$ cat config.mk
export PLATFORM = sky130hd
export DESIGN_NAME = hazard_forward_unit
export DESIGN_NICKNAME = d
export VERILOG_FILES = /design/src/rtl/hazard_forward_unit_pkg.sv /design/src/rtl/hazard_forward_unit_fwd_select.sv /design/src/rtl/hazard_forward_unit.sv
export SDC_FILE = /design/constraint.sdc
export NUM_CORES = 1
export LEC_CHECK = 0
export ABC_AREA = 1
export CAP_MARGIN = 15
export CELL_PAD_IN_SITES_DETAIL_PLACEMENT = 0
export CELL_PAD_IN_SITES_GLOBAL_PLACEMENT = 2
export CORE_UTILIZATION = 14
export CTS_CLUSTER_SIZE = 10
export DETAILED_ROUTE_END_ITERATION = 12
export PLACE_DENSITY = 0.77
export SYNTH_ARGS = -nofsm -noshare
export SYNTH_HDL_FRONTEND = slang
export SYNTH_SLANG_ARGS = --single-unit
$ cat constraint.sdc
create_clock -name clk -period 1.7 [get_ports clk]
set_input_delay 0.34 -clock clk [delete_from_list [all_inputs] [get_ports clk]]
set_output_delay 0.34 -clock clk [all_outputs]
set_load 0.03 [all_outputs]
$ cat src/rtl/hazard_forward_unit_pkg.sv
// Shared encodings for the hazard/forwarding controller: forward selects and stall FSM states.
package hazard_forward_unit_pkg;
    typedef enum logic [1:0] {
        FWD_RF  = 2'd0,
        FWD_WB  = 2'd1,
        FWD_MEM = 2'd2
    } fwd_sel_t;

    typedef enum logic {
        ST_RUN   = 1'b0,
        ST_STALL = 1'b1
    } hz_state_t;

    // Wide enough for LOAD_STALL_CYC up to 15.
    localparam int STALL_CNT_W = 4;
endpackage

$ cat src/rtl/hazard_forward_unit_fwd_select.sv
// Forwarding select for one EX operand: MEM beats WB beats register file, with optional register-0 guard.
module fwd_select
    import hazard_forward_unit_pkg::*;
#(
    parameter int REG_ADDR_W         = 2,
    parameter int ZERO_REG_HARDWIRED = 0
) (
    input  logic [REG_ADDR_W-1:0] ex_rs,
    input  logic [REG_ADDR_W-1:0] mem_rd,
    input  logic                  mem_reg_write,
    input  logic [REG_ADDR_W-1:0] wb_rd,
    input  logic                  wb_reg_write,
    output fwd_sel_t              sel
);
    logic src_ok;

    // A matching source implies a matching destination, so guarding the source covers both.
    assign src_ok = !((ZERO_REG_HARDWIRED != 0) && (ex_rs == '0));

    always_comb begin
        sel = FWD_RF;
        if (src_ok && mem_reg_write && (mem_rd == ex_rs)) begin
            sel = FWD_MEM;
        end else if (src_ok && wb_reg_write && (wb_rd == ex_rs)) begin
            sel = FWD_WB;
        end
    end
endmodule

$ cat src/rtl/hazard_forward_unit.sv
// Hazard and forwarding controller for the 5-stage pipe: operand forwarding, load-use stall FSM, flush control.
// Optional macro HAZARD_PERF_CNT_EN implements the stall/flush performance counters; otherwise they read 0.
module hazard_forward_unit
    import hazard_forward_unit_pkg::*;
#(
    parameter int REG_ADDR_W         = 2,
    parameter int LOAD_STALL_CYC     = 1,
    parameter int ZERO_REG_HARDWIRED = 0,
    parameter int CNT_W              = 16
) (
    input  logic                  clk,
    input  logic                  reset,
    input  logic [REG_ADDR_W-1:0] id_rs1,
    input  logic [REG_ADDR_W-1:0] id_rs2,
    input  logic                  id_use_rs1,
    input  logic                  id_use_rs2,
    input  logic [REG_ADDR_W-1:0] ex_rs1,
    input  logic [REG_ADDR_W-1:0] ex_rs2,
    input  logic [REG_ADDR_W-1:0] ex_rd,
    input  logic                  ex_reg_write,
    input  logic                  ex_mem_read,
    input  logic [REG_ADDR_W-1:0] mem_rd,
    input  logic                  mem_reg_write,
    input  logic [REG_ADDR_W-1:0] wb_rd,
    input  logic                  wb_reg_write,
    input  logic                  branch_taken,
    input  logic                  jump_id,
    input  logic                  mem_busy,
    output logic [1:0]            forward_a,
    output logic [1:0]            forward_b,
    output logic                  pc_write,
    output logic                  ifid_write,
    output logic                  idex_write,
    output logic                  ifid_flush,
    output logic                  idex_bubble,
    output logic [CNT_W-1:0]      stall_count,
    output logic [CNT_W-1:0]      flush_count
);
    fwd_sel_t               sel_a, sel_b;
    hz_state_t              state, state_d;
    logic [STALL_CNT_W-1:0] cnt, cnt_d;
    logic                   rs1_hit, rs2_hit, load_use, hz_bubble;

    fwd_select #(.REG_ADDR_W(REG_ADDR_W), .ZERO_REG_HARDWIRED(ZERO_REG_HARDWIRED)) u_fwd_a (
        .ex_rs(ex_rs1), .mem_rd(mem_rd), .mem_reg_write(mem_reg_write),
        .wb_rd(wb_rd), .wb_reg_write(wb_reg_write), .sel(sel_a)
    );
    fwd_select #(.REG_ADDR_W(REG_ADDR_W), .ZERO_REG_HARDWIRED(ZERO_REG_HARDWIRED)) u_fwd_b (
        .ex_rs(ex_rs2), .mem_rd(mem_rd), .mem_reg_write(mem_reg_write),
        .wb_rd(wb_rd), .wb_reg_write(wb_reg_write), .sel(sel_b)
    );

    assign forward_a = reset ? FWD_RF : sel_a;
    assign forward_b = reset ? FWD_RF : sel_b;

    assign rs1_hit  = id_use_rs1 && (ex_rd == id_rs1) && !((ZERO_REG_HARDWIRED != 0) && (id_rs1 == '0));
    assign rs2_hit  = id_use_rs2 && (ex_rd == id_rs2) && !((ZERO_REG_HARDWIRED != 0) && (id_rs2 == '0));
    assign load_use = ex_mem_read && ex_reg_write && (rs1_hit || rs2_hit);

    always_ff @(posedge clk or posedge reset) begin
        if (reset) begin
            state <= ST_RUN;
            cnt   <= '0;
        end else begin
            state <= state_d;
            cnt   <= cnt_d;
        end
    end

    always_comb begin
        state_d     = state;
        cnt_d       = cnt;
        pc_write    = 1'b1;
        ifid_write  = 1'b1;
        idex_write  = 1'b1;
        ifid_flush  = 1'b0;
        idex_bubble = 1'b0;
        hz_bubble   = 1'b0;
        if (reset) begin
            pc_write   = 1'b0;
            ifid_write = 1'b0;
            idex_write = 1'b0;
        end else if (mem_busy) begin
            pc_write   = 1'b0;
            ifid_write = 1'b0;
            idex_write = 1'b0;
        end else if (branch_taken) begin
            ifid_flush  = 1'b1;
            idex_bubble = 1'b1;
            state_d     = ST_RUN;
            cnt_d       = '0;
        end else if (state == ST_STALL) begin
            pc_write    = 1'b0;
            ifid_write  = 1'b0;
            idex_bubble = 1'b1;
            hz_bubble   = 1'b1;
            if (cnt <= STALL_CNT_W'(1)) begin
                state_d = ST_RUN;
                cnt_d   = '0;
            end else begin
                cnt_d = cnt - 1'b1;
            end
        end else if (load_use) begin
            pc_write    = 1'b0;
            ifid_write  = 1'b0;
            idex_bubble = 1'b1;
            hz_bubble   = 1'b1;
            if (LOAD_STALL_CYC > 1) begin
                state_d = ST_STALL;
                cnt_d   = STALL_CNT_W'(LOAD_STALL_CYC - 1);
            end
        end else if (jump_id) begin
            ifid_flush = 1'b1;
        end
    end

`ifdef HAZARD_PERF_CNT_EN
    always_ff @(posedge clk or posedge reset) begin
        if (reset) begin
            stall_count <= '0;
            flush_count <= '0;
        end else begin
            if (hz_bubble && !(&stall_count)) stall_count <= stall_count + 1'b1;
            if (ifid_flush && !(&flush_count)) flush_count <= flush_count + 1'b1;
        end
    end
`else
    assign stall_count = '0;
    assign flush_count = '0;
`endif
endmodule

==> results.md <==
* Status: finished clean
* Cell internal pwr at 0.479 mW
* Max Cap Viol at 0
* TritonRoute pass-1 iters at 4
* Critical path endpoint category: async pin
* H-tree levels at 1
* Power Dens Cells at 669 nW/um2
* Clock root buffer: clkbuf_8
* Share of cells above drive strength 1 at 0.331
* Slowest cell on crit path: dlygate4sd2_1
* Vias in the first global route at 734
* RSZ-0062 raised after global routing: yes
* Mapped Area at 791 um2
* Clock latency on the worst-skew pair at 0.22 ns
* Busiest layer in global routing: met2
* Fin Hold WS at 0.519 ns
* Top delay family on crit path: buffers and inverters
* Pre-CTS setup slack at -0.284 ns
* Maximum vdd drop at 0.203 mV
* Synth Flop Type: dfrtp_1
* Crit Path Max Fanout at 5
* NetSw at 0.365 mW
* Layout area overhead at 59.5%
* Total power at 0.844 mW
* Post-route insts no fill at 251
* Final setup viols at 0
* Crit path DAT at 2.09 ns
* Routed Antenna Nets at 0
* Synth unique cells at 24
* Setup TNS at 0 ns
* CP cell instances: dlygate4sd2_1 -> inv_2 -> buf_4 -> buf_4 -> buf_4 -> buf_4 -> buf_4 -> buf_4 -> buf_4 -> buf_4 -> buf_4 -> buf_4 -> buf_4 -> buf_4 -> buf_4 -> buf_4 -> buf_4
* #FFs+latches synth at 5
* Max clock buf depth at 2
* Worst path bufs/invs at 17
* Fmax at 605 MHz
* # rows at 26
* EDFF count, synth at 0
* Post-synth top area share at 0.313
* Fill cells at 608
* M3 GR Usage at 0.0321
* Io pins at 66
* Sequential fraction of the synthesis area at 0.158
* Starting Density at 0.150
* Initial antenna violation count at 0
* Largest net degree at the start of global routing at 6
* Sw frac at 0.433
* Fin crit period at 1.65 ns
* Most numerous cell in the Yosys netlist: buf_4
* FFs w/ async S/R, synth at 1.00
* First-pass GRT wire length at 3420 um
* Post-Syn Instances at 124
* Core area at 5270 um2
* Area contributors post-synth: buf_4 31%, dfrtp_1 16%, nand2_1 11%, inv_1 10%, nor2_1 4.3%
* Synth Warn # at 0
* Final wirelength at 2100 um
* Vias per cell at 3.34
* Die Height at 77.2 um
* CTS tree: yes
* Hold Violations, Final at 0
* Clock sinks at 5
* Port Buffers at 33
* CTS clk-pin slew, worst paths at 0.04 ns
* WL/cell at 8.37 um
* Total GRT Usage at 0.0729
* Fin worst setup slack at 0.0479 ns
* Final Skew at 0.00404 ns
* CP Class: in2async
* Comb pwr share at 0.502
* Iteration-0 DRC Markers at 36
* Final period util at 0.972
* Leading area contributor after synthesis: buf_4
* Gpl congestion at 0.744
* Worst EP required at 2.14 ns
* Leak at 0.719 nW
* Vias at 839
* DP HPWL at 1640 um
* Diodes inserted at 0
* Die ar. at 5950 um2
* Avg Cell Area, Syn at 6.38 um2
* Share of power burned in registers at 0.239
* Post-route core utilization at 0.239
* Total gr overflow at 0
* Most frequent CP cell: buf_4
* Dpl cells at 231
* Clk network pwr share at 0.259
* DRC at 0
* Post-synth top cells: 33 x buf_4, 23 x nand2_1, 21 x inv_1
* DP Area at 1100 um2
* GR met2 Demand/Resource at 0.121
* Width of the die at 77.2 um
* Nets at 209
* Final Cell Area at 1260 um2
* Slew Limit Fails at 0
* HP Class: reg2reg
* Grt met1 use at 0.0829
* Setup crit start kind: input port
* CTS Buf Count at 3
* Largest stage delay, worst path at 0.26 ns
-- placed cells by master (no fill, tap or decap), drive strengths merged --
cell           count
conb              32
inv               22
dlygate4sd2       12
dfrtp              5
nor3b              1
nand2             25
clkdlybuf4s15      2
o31ai              1
a21oi              6
nand3              3
xor2               1
clkbuf            10
a31oi              1
nand4              1
clkdlybuf4s50      3
nor2              10
and3               1
buf               32
nand3b             1
o22ai              3
nor4               1
ha                 2
o21ai              4
o221ai             1
o21a               1
-- worst paths after layout --
check / startpoint / endpoint / slack, ns / cells past startpoint
max in group clk: mem_busy / ifid_flush / 0.06 / 5
setup / recovery: reset / state / 0.05 / 17
hold reg to reg: cnt[1] / cnt[1] / 0.52 / 2
hold / removal: cnt[1] / cnt[1] / 0.52 / 2
min in group asynchronous: reset / cnt[3] / 1.54 / 17
setup reg to reg: cnt[0] / cnt[1] / 0.30 / 5
-- layout make-up --
cell class,count,area (um2),area share
clock buffers,4,45.0,0.0357
flip-flops and latches,5,125,0.0992
repair buffers,55,438,0.347
inverters,22,82.6,0.0655
multi-input cells,95,483,0.383
well taps,70,87.6,0.0694
-- sequential cells by signal, summed over array words and instances (netlist names) --
| signal | count |
|---|---|
| state | 1 |
| cnt | 4 |
-- tightest hold or removal path, stage by stage, from the launching register on --
cell and delay, ns:
dfrtp_1 0.37, nand2_1 0.06, o31ai_1 0.05
-- cell families (layout without fill, tap and decap cells) --
kind of cell	after synthesis	count (layout)	synth area share
AO/OA/AOI/OAI	17	17	0.125
flip-flops	5	5	0.158
buffers and inverters	55	81	0.418
adder cells (fa/ha/maj)	2	2	0.0316
XOR/XNOR	1	1	0.0111
other	1	32	0.00474
AND/OR/NAND/NOR	43	43	0.252
-- power by group through the flow --
stage | logic, mW | clock network (mW) | registers, mW
after global routing | 0.475 | 0.235 | 0.209
after global placement | 0.402 | 0 | 0.202
final | 0.424 | 0.219 | 0.201
after CTS | 0.420 | 0.224 | 0.202
after floorplan | 0.329 | 0 | 0.195
after detailed placement | 0.402 | 0 | 0.204
-- repair_timing --
action,in CTS,in global routing
buffers inserted,14,2
resized for setup,39,19
hold buffers,0,0
endpoints found under the setup margin,9,11
pin swaps,12,8
-- metal layers --
metal  routed length (um)  vias to the layer above
li1                     -                      435
met1                  870                      364
met2                 1040                       34
met5                    0                        -
met4                   43                        0
met3                  143                        6
Note: power is estimated with default switching activity, not from simulation.
